### src/rtl/spi_command_engine.sv
// SPI master command engine: runs transfer / chip-select / delay commands from an
// upstream queue and returns each received word on a ready/valid response port.
module spi_command_engine #(
  parameter int DATA_WIDTH = 8,
  parameter int DIV_WIDTH  = 8
) (
  input  logic                  clock,
  input  logic                  reset,
  input  logic                  cmd_valid,
  output logic                  cmd_ready,
  input  logic [1:0]            cmd_op,
  input  logic [DATA_WIDTH-1:0] cmd_data,
  output logic                  rsp_valid,
  input  logic                  rsp_ready,
  output logic [DATA_WIDTH-1:0] rsp_data,
  input  logic                  cfg_cpol,
  input  logic                  cfg_cpha,
  input  logic                  cfg_lsb_first,
  input  logic [DIV_WIDTH-1:0]  cfg_div,
  output logic                  busy,
  output logic                  bp_mosi,
  input  logic                  bp_miso,
  output logic                  bp_clock,
  output logic                  bp_cs
);
  localparam int BCW = $clog2(2 * DATA_WIDTH);
  localparam int DLW = DATA_WIDTH + DIV_WIDTH;
  localparam logic [BCW-1:0] LAST_EDGE = BCW'(2 * DATA_WIDTH - 1);
  localparam logic [1:0] OP_XFER   = 2'd0;
  localparam logic [1:0] OP_CS_ON  = 2'd1;
  localparam logic [1:0] OP_CS_OFF = 2'd2;
  localparam logic [1:0] OP_DELAY  = 2'd3;

  typedef enum logic [2:0] {IDLE, CS, SHIFT, RESP, WAIT} state_t;
  state_t state, state_nxt;

  logic                  cpha, lsb_first;
  logic [DIV_WIDTH-1:0]  div, div_cnt;
  logic [BCW-1:0]        bit_cnt;
  logic [DLW-1:0]        dly_cnt, dly_load;
  logic [DATA_WIDTH-1:0] tx_sh, rx_sh, rx_in;
  logic                  accept, tick, last_edge, sample_edge, drive_edge;

  function automatic logic out_bit(input logic [DATA_WIDTH-1:0] w, input logic lsb);
    return lsb ? w[0] : w[DATA_WIDTH-1];
  endfunction

  function automatic logic [DATA_WIDTH-1:0] tx_shift(input logic [DATA_WIDTH-1:0] w,
                                                     input logic lsb);
    return lsb ? {1'b0, w[DATA_WIDTH-1:1]} : {w[DATA_WIDTH-2:0], 1'b0};
  endfunction

  function automatic logic [DATA_WIDTH-1:0] rx_shift(input logic [DATA_WIDTH-1:0] w,
                                                     input logic b, input logic lsb);
    return lsb ? {b, w[DATA_WIDTH-1:1]} : {w[DATA_WIDTH-2:0], b};
  endfunction

  assign cmd_ready   = (state == IDLE) && !reset;
  assign accept      = cmd_valid && cmd_ready;
  assign tick        = (div_cnt == div);
  assign last_edge   = (bit_cnt == LAST_EDGE);
  // Even edge index = leading edge; sample on leading for cpha=0, trailing for cpha=1.
  assign sample_edge = (bit_cnt[0] == cpha);
  assign drive_edge  = !sample_edge && !(last_edge && !cpha);
  assign rx_in       = rx_shift(rx_sh, bp_miso, lsb_first);
  assign dly_load    = DLW'(cmd_data) * (DLW'(cfg_div) + DLW'(1));

  // Next-state decode
  always_comb begin
    state_nxt = state;
    case (state)
      IDLE: begin
        if (accept) begin
          case (cmd_op)
            OP_XFER:   state_nxt = SHIFT;
            OP_CS_ON:  state_nxt = CS;
            OP_CS_OFF: state_nxt = CS;
            OP_DELAY:  state_nxt = WAIT;
            default:   state_nxt = IDLE;
          endcase
        end else begin
          state_nxt = IDLE;
        end
      end
      CS:    state_nxt = IDLE;
      SHIFT: begin
        if (tick && last_edge) state_nxt = RESP;
        else                   state_nxt = SHIFT;
      end
      RESP: begin
        if (rsp_ready) state_nxt = IDLE;
        else           state_nxt = RESP;
      end
      WAIT: begin
        if (dly_cnt <= DLW'(1)) state_nxt = IDLE;
        else                    state_nxt = WAIT;
      end
      default: state_nxt = IDLE;
    endcase
  end

  // State register
  always_ff @(posedge clock) begin
    if (reset) state <= IDLE;
    else       state <= state_nxt;
  end

  // Datapath: config latch, SCLK/shift engine, response and delay counters
  always_ff @(posedge clock) begin
    if (reset) begin
      bp_cs     <= 1'b1;
      bp_clock  <= 1'b0;
      bp_mosi   <= 1'b0;
      rsp_valid <= 1'b0;
      rsp_data  <= '0;
      busy      <= 1'b0;
      cpha      <= 1'b0;
      lsb_first <= 1'b0;
      div       <= '0;
      div_cnt   <= '0;
      bit_cnt   <= '0;
      dly_cnt   <= '0;
      tx_sh     <= '0;
      rx_sh     <= '0;
    end else begin
      busy <= (state_nxt != IDLE);
      case (state)
        IDLE: begin
          bp_clock <= cfg_cpol;
          if (accept) begin
            cpha      <= cfg_cpha;
            lsb_first <= cfg_lsb_first;
            div       <= cfg_div;
            div_cnt   <= '0;
            bit_cnt   <= '0;
            rx_sh     <= '0;
            dly_cnt   <= dly_load;
            case (cmd_op)
              OP_XFER: begin
                // cpha=0 presents the first bit before the first edge.
                if (!cfg_cpha) begin
                  bp_mosi <= out_bit(cmd_data, cfg_lsb_first);
                  tx_sh   <= tx_shift(cmd_data, cfg_lsb_first);
                end else begin
                  tx_sh <= cmd_data;
                end
              end
              OP_CS_ON:  bp_cs <= 1'b0;
              OP_CS_OFF: bp_cs <= 1'b1;
              default: ;
            endcase
          end
        end
        SHIFT: begin
          if (tick) begin
            div_cnt  <= '0;
            bit_cnt  <= bit_cnt + BCW'(1);
            bp_clock <= ~bp_clock;
            if (sample_edge) rx_sh <= rx_in;
            if (drive_edge) begin
              bp_mosi <= out_bit(tx_sh, lsb_first);
              tx_sh   <= tx_shift(tx_sh, lsb_first);
            end
            if (last_edge) begin
              rsp_valid <= 1'b1;
              rsp_data  <= sample_edge ? rx_in : rx_sh;
            end
          end else begin
            div_cnt <= div_cnt + DIV_WIDTH'(1);
          end
        end
        RESP: begin
          if (rsp_ready) rsp_valid <= 1'b0;
        end
        WAIT: dly_cnt <= dly_cnt - DLW'(1);
        default: ;
      endcase
    end
  end
endmodule

### config.mk
export PLATFORM = sky130hd
export DESIGN_NAME = spi_command_engine
export DESIGN_NICKNAME = d
export VERILOG_FILES = /design/src/rtl/spi_command_engine.sv
export SDC_FILE = /design/constraint.sdc
export NUM_CORES = 1
export LEC_CHECK = 0
export ABC_AREA = 1
export BUFFER_PORTS_ARGS = -buffer_cell sky130_fd_sc_hd__buf_2
export CAP_MARGIN = 20
export CORE_ASPECT_RATIO = 0.7
export CORE_MARGIN = 4
export CORE_UTILIZATION = 55
export DETAILED_ROUTE_END_ITERATION = 8
export PLACE_DENSITY = 0.86
export SLEW_MARGIN = 5
export SYNTH_ARGS = -nofsm -noshare
export SYNTH_HDL_FRONTEND = slang
export SYNTH_SLANG_ARGS = --single-unit
### constraint.sdc
create_clock -name clock -period 4.5 [get_ports clock]
set_input_delay 0.675 -clock clock [delete_from_list [all_inputs] [get_ports clock]]
set_output_delay 0.675 -clock clock [all_outputs]
set_load 0.02 [all_outputs]
# After elaboration in Yosys (flattened, before gate mapping)
# Index checks and enable logic that the tools add are counted.
# Widths: inputs -> output; s select.
# totals
ff_bits	70
inputBits	26
wordCells	106
# op_classes
n_addsub	4
mul	1
order_cmp	1
n_eq_ne	16
mux	41
bitwise_logic	1
n_reduce_logical	27
# op_table
op	count
$mux 8	12
$pmux 8 s2	3
$pmux 16 s2	1
$le 16x1->1 const B	1
$mul 8x9->16	1
$mux 16	1
$sub 16x1->16 const B	1
$mux 1	12
$ne 2x2->1 const B	6
$pmux 3 s4	1
$add 8x1->9 const B	1
$pmux 3 s3	1
$reduce_and 3->1	3
$add 8x1->8 const B	1
$eq 8x8->1	1
$mux 4	2
$pmux 1 s2	4
$pmux 4 s2	1
$reduce_and 2->1	4
$reduce_bool 2->1	4
$eq 3x2->1 const B	2
$mux 3	2
$reduce_and 6->1	1
$logic_and 1x1->1	5
other kinds (16)	20

# Logic depth before layout (Yosys ltp)
# Gate-level depths: netlist of the first run.
# logic_depth
depth_word	7
mapped_depth	27

# Least setup slack after synthesis of the first run
# OpenSTA, ideal clock, no wires.
# synth_timing
path_kind	input to register
start	input port cfg_div[0]
end	register dly_cnt[15]
setup_time_ps	70
arrival_ps	4773
required_ps	4430
slack_ps	-342
path_stages	22
n_path_buf	0
path_cell_list	ha_1 nand2_1 nor2_1 nand4_1 and2_1 inv_1 nor2_1 fa_1 fa_1 fa_1 inv_1 fa_1 inv_1 ha_1 nand2_1 nor2_1 nand2_1 a21oi_1 nor2_1 nand2_1 nand3_1 a21oi_1
# synth_between
elab_chain_len	4
# synth_rtl
item	line_no	source
start: declaration	19	input logic [DIV_WIDTH-1:0] cfg_div,
$add 8x1->9	66	assign dly_load = DLW'(cmd_data) * (DLW'(cfg_div) + DLW'(1));
$mul 8x9->16	66	
$mux 16	130	if (accept) begin
$pmux 16 s2	127	case (state)
end signal: assignment	137	dly_cnt <= dly_load;
end signal: assignment	175	WAIT: dly_cnt <= dly_cnt - DLW'(1);
end: declaration	40	logic [DLW-1:0] dly_cnt, dly_load;
# Every way passes these cells. The select of a mux whose other input is x is not followed.
# A chain may end at the register's enable or synchronous reset.

# Worst setup path in the final report of the first run
# layout_timing
start	input port cfg_div[0]
end	register dly_cnt[12]
# The elaborated chain is that of the path after synthesis.

==> results of run 1 <==
==> flip-flops by register name, indices dropped and copies added, names as in the netlist <==
signal,flops
div_cnt,8
bp_cs,1
rsp_data,8
cpha,1
tx_sh,8
busy,1
bp_clock,1
div,8
state,3
bit_cnt,4
rx_sh,8
bp_mosi,1
dly_cnt,16
rsp_valid,1
lsb_first,1
==> cell type report <==
cell class	count	share of cell area, %
timing repair buffer	93	8.16
tap	157	2.48
sequential	70	17.7
multi-input combinational	748	58.6
inverter	189	9.01
clock inverter	7	1.20
clock buffer	9	2.84
==> routing by layer <==
| layer | part of all wire (%) | global-route usage (%) | wire (um) | vias up |
|---|---|---|---|---|
| met3 | 7.5 | 5.57 | 1340 | 35 |
| met5 | 0 | 0 | 0 | - |
| li1 | - | - | - | 3367 |
| met4 | 1.8 | 4.89 | 332 | 0 |
| met2 | 45 | 40.7 | 8100 | 263 |
| met1 | 46 | 36.7 | 8250 | 3147 |
==> how the worst min path moves through the flow <==
stage | depth (start not counted) | start | endpoint
2_1_floorplan | 2 | rx_sh[0]$_SDFFE_PP0P_ | rx_sh[0]$_SDFFE_PP0P_
3_3_place_gp | 2 | rsp_valid$_SDFFE_PP0P_ | rsp_valid$_SDFFE_PP0P_
3_5_place_dp | 2 | rsp_valid$_SDFFE_PP0P_ | rsp_valid$_SDFFE_PP0P_
4_1_cts | 2 | rsp_valid$_SDFFE_PP0P_ | rsp_valid$_SDFFE_PP0P_
5_1_grt | 2 | rsp_valid$_SDFFE_PP0P_ | rsp_valid$_SDFFE_PP0P_
6_report | 2 | rsp_valid$_SDFFE_PP0P_ | rsp_valid$_SDFFE_PP0P_
==> synth_stat cells <==
library cell  count  share of area, %
ha_1             43               8.1
o211ai_1          1              0.11
buf_4             6              0.68
xor2_1            9               1.2
clkinv_1          4              0.23
clkbuf_1         13              0.73
nor3_1            3              0.23
nor2_1          145               8.2
a31o_2            1              0.13
o21a_1            1              0.11
nor3_2            1              0.15
a21o_1            1              0.11
buf_2             7              0.53
nor3_4            1              0.24
nor2_2            1             0.094
a211oi_1          7              0.79
nand2_4           2              0.34
fa_1             41                12
o22ai_1           4              0.38
o21ai_1           3              0.23
a21oi_2           1              0.13
or2_2             3              0.28
a31oi_1           4              0.38
and2_1            1             0.094
nand3_2           1              0.15
xor2_2            1              0.24
nand2_2           5              0.47
or2_1             1             0.094
o21bai_1          3              0.34
nor2_4            1              0.17
inv_2             3              0.17
nand4_1           8              0.75
buf_6             1              0.17
nand3b_1          3              0.34
a21boi_0          1              0.11
a21oi_1          50               3.8
nand2_1         253                14
buf_1             2              0.11
inv_1           182                10
o21ai_0          74               5.6
nand3_1          63               4.7
xnor2_1          10               1.3
mux2i_1           1              0.15
dfxtp_1          70                21
==> worst max-delay path: cells and delay by family <==
family | cells | cell delay, ps
AO/OA/AOI/OAI | 2 | 180
adder cells (fa/ha/maj) | 6 | 2490
buffers and inverters | 6 | 450
AND/OR/NAND/NOR | 10 | 1050
==> power breakdown <==
| part | internal [mW] | switching (mW) |
|---|---|---|
| sequential | 0.662 | 0.0446 |
| clock | 0.487 | 0.274 |
| combinational | 0.832 | 1.15 |
==> cells by family after synthesis <==
family	synth area share, %
muxes	0.150
and+or+nand+nor	30.6
adders and majority gates	20.4
AOI/OAI and AO/OA	12.1
buffers and inverters	12.9
DFF	21.1
xor gates and xnor gates	2.75
==> what timing repair did <==
action | CTS | global route
endpoints found under the setup margin | 9 | 10
buffers inserted | 0 | 4
resized for setup | 4 | 45
gates cloned | 0 | 0
hold buffers | 0 | 0
pin swaps | 11 | 33
==> flow_summary.ini, run 1 <==
[critical_path]
critPathKind = input port to register
path_cells = buf_6 > ha_4 > nand2_4 > nor2_4 > inv_2 > o21ai_2 > and2_4 > inv_6 > buf_4 > nor2_4 > fa_1 > fa_1 > fa_1 > inv_1 > fa_1 > inv_2 > ha_4 > nand2_1 > nor2_1 > nand3_1 > nand3_1 > nand2_1 > nand3_1 > a21oi_1
reg2reg_depth = 10
cp.arrival_ps = 4860
path_max_fanout = 5
crit_path_start = cfg_div[0]
r2r_end = dly_cnt[4]$_SDFFE_PP0P_
worstSetupStartpointType = input port
reg2reg_from = state[0]$_SDFF_PP0_
critPathMostFrequentCell = fa_1
end_kind = register
critPathRequiredTime_ps = 4720
slowest_stage = fa_1
slowest_delay_ps = 590
endpoint = dly_cnt[12]$_SDFFE_PP0P_
r2r_setup_slack_ps = 2330

[synth]
syn_nets = 1146
avgSynthCellArea_um2 = 6.42
syn_inst = 1036
synth-seq-cells = 70
synth_area_um2 = 6650
synth_cell_types = 44
yosys_warnings = 0
yosysSeqAreaShare_pct = 21.1

[clock_tree]
cts.sinks = 70
clockBufferDepth = 2
cts_max_level = 3
tritoncts = done
clock_latency_ps = 330
clkTransAtPathRegs_ps = 60
cts_root_buffer = clkbuf_16
cts_buffers = 9

[die]
initial_core_util_pct = 56.5
dieArea_um2 = 14000
die_w_um = 139
row_count = 33
pin_count = 40
dieHeight_um = 100
core_area_um2 = 11800

[detailed_routing]
post_drt_wl_per_cell_um = 14.2
ant_nets = 0
drt_iter0_drc = 713
drc = 0
routed_wl_um = 18000
via_per_inst = 5.35
first_pass_iters = 5
via_count = 6812

[final_layout]
multi_input_area_um2 = 4650
finish.utilization_pct = 67.4
seq_area_um2 = 1400
syn_to_final_growth_pct = 19.2
final_cell_mix = nand2_1 (239), inv_1 (170), nor2_1 (133), o21ai_0 (72), dfxtp_1 (70)
antenna_cells = 0
drive_gt1_share_pct = 16.5
final_area_um2 = 7930
nets = 1221
layout.cells.non_filler = 1273
nFillCells = 996
final_common_cell = nand2_1

[min_path]
hp-class = register to register

[global_route]
antenna_found_initial = 0
grt_usage_pct = 25.7
grt_max_degree = 40
grt_pass1_wl_um = 29800
grt_overflow = 0
grt_pass1_vias = 6295

[place]
gp_congestion = 0.953
dp.cells = 1252
place_area_um2 = 7390
dp_hpwl_um = 13700
portBuffers = 39
dp_slack_ps = -435

[timing]
setup_viol = 6
hold_viol = 0
timing.final.crit_share_pct = 103
slew_headroom_pct = 39.9
hold_slack_ps = 460
fmax_ghz = 0.215
min_period_ps = 4640
drv_slew = 0
clock_skew_ps = 7.76
rsz0062_at_grt = true
worst_slew_pin_slew_ps = 896
tns_ps = -663
timing.final.ws_setup_ps = -141

[pwr]
pwr_density_cell_nw_per_um2 = 435
irDropWorstVdd_uv = 403
power_mw = 3.45
p_leak_nw = 4.03

[status]
run_status = finished, violations left
violations = setup timing

[flow_run]
drv_cap = 0
No activity file was read; power rests on OpenSTA's default activity.
==> run 2: changes to the inputs <==
--- a/config.mk
+++ b/config.mk
@@ -9,7 +9,6 @@
 export BUFFER_PORTS_ARGS = -buffer_cell sky130_fd_sc_hd__buf_2
 export CAP_MARGIN = 20
 export CORE_ASPECT_RATIO = 0.7
-export CORE_MARGIN = 4
 export CORE_UTILIZATION = 55
 export DETAILED_ROUTE_END_ITERATION = 8
 export PLACE_DENSITY = 0.86
==> run 2 against run 1 <==
  * The flow still finishes with violations (setup timing)
  * Die area is 10% lower
  * Cell area is 0.84% higher
  * First-iteration DRC count down 23%
  * Largest power group unchanged
  * Via count increased by 0.23%
  * Highest routed layer unchanged
  * Clock-buffer cell count rose by 2
  * Sequential cell count unchanged
  * Critical path depth decreased by 2
  * Combinational power rose by 7%
  * Wire length about the same
  * Hold slack worse by 4.7 ps
  * Sequential power hardly changed
  * Critical endpoint is now dly_cnt[10]$_SDFFE_PP0P_
==> flow_summary.ini, run 2 (synthesized netlist as in run 1, its figures left out) <==
[status]
run_status = finished, violations left
violations = setup timing

[critical_path]
slowest_delay_ps = 530
path_max_fanout = 4
r2r_setup_slack_ps = 2280
critPathRequiredTime_ps = 4730
r2r_end = dly_cnt[12]$_SDFFE_PP0P_
critPathMostFrequentCell = nor2_1
slowest_stage = fa_1
end_kind = register
cp.arrival_ps = 4740
critPathTopFamily = adder cells
critPathKind = input port to register
reg2reg_depth = 9
reg2reg_from = state[0]$_SDFF_PP0_
path_buf_inv = 3
worstSetupStartpointType = input port
path_cells = buf_8 > nand3_4 > nor2_4 > nand3_2 > nor2_4 > xor2_4 > nor2_1 > fa_1 > fa_2 > fa_1 > inv_1 > fa_1 > inv_2 > ha_4 > nand2_4 > nor2_2 > nand2_1 > nand2_2 > xnor2_2 > nor2_1 > nor2_1 > nor2_1

[place]
portBuffers = 39
gp_congestion = 0.963
dp_slack_ps = -463
dp_hpwl_um = 13500

[die]
dieHeight_um = 94.0
die_w_um = 133
dieArea_um2 = 12500
core_area_um2 = 11700
row_count = 33
pin_count = 40
initial_core_util_pct = 56.7

[final_layout]
antenna_cells = 0
final_common_cell = nand2_1
largest-register = dly_cnt
drive_gt1_share_pct = 18.2
seq_area_um2 = 1400
nFillCells = 977
largest_reg_flops = 16
finish.utilization_pct = 68.2
final_cell_mix = nand2_1 (236), inv_1 (168), nor2_1 (127), o21ai_0 (72), dfxtp_1 (70)
multi_input_area_um2 = 4730
nets = 1223
syn_to_final_growth_pct = 20.2

[detailed_routing]
via_per_inst = 5.36
drc = 0
ant_nets = 0
routed_wl_um = 18000
drt_iter0_drc = 546
via_count = 6828
first_pass_iters = 5
post_drt_wl_per_cell_um = 14.1

[clock_tree]
cts_buffers = 9
cts_root_buffer = clkbuf_16
clkTransAtPathRegs_ps = 60
tritoncts = done
cts.sinks = 70
clockBufferDepth = 2
hold_buffers = 0
cts_max_level = 3
clock_latency_ps = 340

[global_route]
grt_usage_pct = 30.3
antenna_found_initial = 0
grt_overflow = 0
grt_pass1_vias = 6363
grt_pass1_wl_um = 30100
grt_max_degree = 40

[timing]
worst_slew_pin_slew_ps = 816
hold_viol = 0
fmax_ghz = 0.222
timing.final.crit_share_pct = 100
drv_slew = 0
rsz0062_at_grt = true
clock_skew_ps = 9.61
timing.final.ws_setup_ps = -4.37
slew_headroom_pct = 45.3
min_period_ps = 4500
setup_viol = 1

[pwr]
irDropWorstVdd_uv = 421
pwr_density_cell_nw_per_um2 = 437
power_mw = 3.49
p_leak_nw = 4.02

[min_path]
worstHoldPathCells = 2
holdPathEnd = rsp_valid$_SDFFE_PP0P_
hp-class = register to register
worstHoldStart = rsp_valid$_SDFFE_PP0P_

[flow_run]
drv_cap = 0
==> run 2: per-layer routing <==
metal | vias to the layer above | GRT usage [%] | part of all wire [%]
met2 | 238 | 47.6 | 46
met5 | - | 0 | 0
met4 | 0 | 6.91 | 1.2
li1 | 3362 | - | -
met1 | 3206 | 41.8 | 45
met3 | 22 | 7.44 | 7.8
==> run 2: how the worst max path moves through the flow <==
| stage | startpoint | end | slack, ps | cells past startpoint |
|---|---|---|---|---|
| 6_report | cfg_div[0] | dly_cnt[10]$_SDFFE_PP0P_ | -4 | 22 |
| 5_1_grt | cfg_div[0] | dly_cnt[11]$_SDFFE_PP0P_ | -170 | 25 |
| 4_1_cts | cfg_div[0] | dly_cnt[11]$_SDFFE_PP0P_ | 3 | 27 |
| 3_5_place_dp | cfg_div[0] | dly_cnt[11]$_SDFFE_PP0P_ | -460 | 21 |
| 3_3_place_gp | cfg_div[0] | dly_cnt[11]$_SDFFE_PP0P_ | -390 | 21 |
| 2_1_floorplan | cfg_div[0] | dly_cnt[15]$_SDFFE_PP0P_ | -30 | 22 |
==> run 2: where the power goes <==
group | switching (mW) | internal (mW) | leakage (nW)
Sequential | 0.0437 | 0.662 | 0.570
Clock | 0.278 | 0.402 | 0.138
Combinational | 1.21 | 0.893 | 3.31
==> run 2: cell type report <==
class	count	area share [%]
multi-input cells	748	59.2
flip-flops and latches	70	17.5
inverters	189	8.94
repair buffers	95	8.33
clock buffers	11	3.16
well taps	157	2.46
clock inverters	5	0.423
==> run 2: metrics by stage <==
step                hold slack, ps  instances  setup TNS (ps)  cell area [um^2]
global placement               447       1254           -3170              7410
CTS                            457       1274               0              7820
finish                         455       1275           -4.37              8000
floorplan                      439       1036            -103              6790
global route                   470       1275           -1000              8000
detailed placement             448       1254           -3840              7410
==> run 2: tightest hold or removal path: stages (launching register included) <==
cell and delay [ps]:
dfxtp_1 310, inv_1 50, a21oi_1 50
==> run 2: timing repair <==
action	CTS	global route
setup buffers	4	0
pin swaps	17	34
endpoints found under the hold margin	0	0
endpoints found under the setup margin	9	9
gates resized for setup	25	45
gates cloned	0	0
==> run 3: changes to the inputs <==
--- a/config.mk
+++ b/config.mk
@@ -11,7 +11,7 @@
 export CORE_ASPECT_RATIO = 0.7
 export CORE_UTILIZATION = 55
 export DETAILED_ROUTE_END_ITERATION = 8
-export PLACE_DENSITY = 0.86
+export PLACE_DENSITY = 0.76
 export SLEW_MARGIN = 5
 export SYNTH_ARGS = -nofsm -noshare
 export SYNTH_HDL_FRONTEND = slang
==> constraint.sdc (replaced) <==
create_clock -name clock -period 3.6 [get_ports clock]
set_input_delay 0.54 -clock clock [delete_from_list [all_inputs] [get_ports clock]]
set_output_delay 0.54 -clock clock [all_outputs]
set_load 0.02 [all_outputs]
==> run 3 against run 2 <==
  * The run still ends with setup timing left
  * Sequential power is 25% higher
  * Die area stayed put
  * Via count is 0.59% lower
  * Clock power is 24% higher
  * Worst setup slack worse by 760 ps
  * Sequential share of layout area is 0.95 points lower
  * Critical path depth is 2 higher
  * Cell area is 5.7% higher
  * Hold slack better by 2.4 ps
  * First-iteration DRC count is 9.7% lower
  * Critical path type unchanged
  * Largest cell class unchanged
  * Highest routed layer unchanged
==> flow_summary.ini, run 3 (synthesized netlist as in run 1, its figures left out) <==
[place]
gp_congestion = 0.874
dp.cells = 1272
dp_hpwl_um = 12900
dp_slack_ps = -1180
portBuffers = 39

[die]
pin_count = 40
die_w_um = 133
core_area_um2 = 11700
row_count = 33
initial_core_util_pct = 56.7
dieArea_um2 = 12500
dieHeight_um = 94.0

[global_route]
antenna_found_initial = 1
grt_usage_pct = 29.6
grt_pass1_vias = 6225
grt_max_degree = 33
grt_overflow = 0
grt_pass1_wl_um = 29600

[critical_path]
critPathMostFrequentCell = fa_1
end_kind = register
critPathRequiredTime_ps = 3840
critPathKind = input port to register
slowest_stage = fa_1
slowest_delay_ps = 530
path_cells = buf_8 > ha_4 > nand2_4 > nor2_4 > inv_2 > o21ai_2 > and2_4 > inv_6 > nor2_4 > fa_1 > fa_1 > fa_1 > inv_1 > fa_1 > inv_2 > ha_4 > nand2_4 > inv_2 > a21oi_2 > nand2_2 > xnor2_2 > nor2_1 > nor2_1 > nor2_1
path_max_fanout = 5
worstSetupStartpointType = input port
cp.arrival_ps = 4600

[final_layout]
seq_area_um2 = 1400
final_cell_mix = nand2_1 (230), inv_1 (159), nor2_1 (120), o21ai_0 (71), dfxtp_1 (70)
largest-register = dly_cnt
drive_gt1_share_pct = 23.4
nets = 1244
syn_to_final_growth_pct = 27.0
largest_reg_flops = 16
final_common_cell = nand2_1
multi_input_area_um2 = 4990
layout.cells.non_filler = 1297
nFillCells = 965

[timing]
clock_skew_ps = 7.79
timing.final.crit_share_pct = 121
fmax_ghz = 0.229
hold_viol = 0
slew_headroom_pct = 41.1
setup_viol = 12
drv_slew = 0
timing.final.ws_setup_ps = -767
rsz0062_at_grt = true
min_period_ps = 4370
worst_slew_pin_slew_ps = 882

[min_path]
hp-class = register to register

[pwr]
p_leak_nw = 4.17
power_frac_seq_pct = 18.8
pwr_density_cell_nw_per_um2 = 556
power.share.clock_pct = 17.9
p_sw_mw = 2.10
power_mw = 4.70
switching_share_pct = 44.7
p_int_mw = 2.60
combPwrFrac_pct = 63.3
irDropWorstVdd_uv = 382

[detailed_routing]
post_drt_wl_per_cell_um = 13.6
ant_nets = 0
via_count = 6788
via_per_inst = 5.23
first_pass_iters = 5
drc = 0
drt_iter0_drc = 493
routed_wl_um = 17700

[clock_tree]
cts_buffers = 9
clock_latency_ps = 340
cts_max_level = 3
cts.sinks = 70
tritoncts = done
clockBufferDepth = 2
hold_buffers = 0
clkTransAtPathRegs_ps = 60
cts_root_buffer = clkbuf_16

[status]
violations = setup timing
run_status = finished, violations left

[flow_run]
drv_cap = 0
-- run 3: path summary, 6_finish.rpt --
| path | start | end | slack, ps | cells past startpoint |
|---|---|---|---|---|
| setup / recovery | cfg_div[0] | dly_cnt[10]$_SDFFE_PP0P_ | -770 | 24 |
| hold / removal | rsp_valid$_SDFFE_PP0P_ | rsp_valid$_SDFFE_PP0P_ | 460 | 2 |
| setup reg to reg | state[0]$_SDFF_PP0_ | dly_cnt[14]$_SDFFE_PP0P_ | 1370 | 9 |
| hold reg to reg | rsp_valid$_SDFFE_PP0P_ | rsp_valid$_SDFFE_PP0P_ | 460 | 2 |
-- run 3: power groups by stage --
| stage | Sequential, mW | Clock [mW] | Combinational (mW) |
|---|---|---|---|
| detailed placement | 0.896 | 0 | 2.30 |
| global route | 0.889 | 0.882 | 3.28 |
| floorplan | 0.881 | 0 | 1.69 |
| global placement | 0.895 | 0 | 2.29 |
| CTS | 0.880 | 0.852 | 2.68 |
| finish | 0.881 | 0.843 | 2.98 |
-- run 3: area by class of cell --
class,count,area share (%)
Antenna cell,1,0.0296
Clock buffer,9,2.66
Clock inverter,7,0.681
Inverter,189,8.48
Multi-Input combinational cell,748,59.0
Sequential cell,70,16.6
Tap cell,157,2.32
Timing Repair Buffer,116,10.2
-- run 3: metal layers --
metal	vias to the layer above	wire (um)	global-route usage, %
li1	3419	-	-
met2	205	7830	46.1
met1	3146	8690	42.6
met5	-	0	0
met3	18	985	5.02
met4	0	170	7.10
-- run 3: critical path: cells and delay by family --
family          cells  cell delay, ps
compound gates      2             270
xor+xnor            1             170
fa+ha+maj           6            2370
buf+inv             6             340
simple gates        9             900
-- run 3: repair_timing --
| item | in CTS | in global routing |
|---|---|---|
| endpoints found under the hold margin | 0 | 0 |
| pin swaps | 62 | 55 |
| gates cloned | 0 | 0 |
| buffers inserted | 8 | 2 |
| endpoints found under the setup margin | 12 | 12 |
| gates resized for setup | 74 | 53 |
-- run 3: per-stage QoR --
step | area, um^2 | hold WS [ps] | TNS (ps) | util (%)
floorplan | 6830 | 439 | -6730 | -
global placement | 7570 | 438 | -11920 | 64.6
detailed placement | 7600 | 441 | -12280 | 64.8
CTS | 8260 | 453 | -5670 | 70.4
global route | 8450 | 482 | -8790 | 72.1
finish | 8450 | 458 | -6530 | 72.1
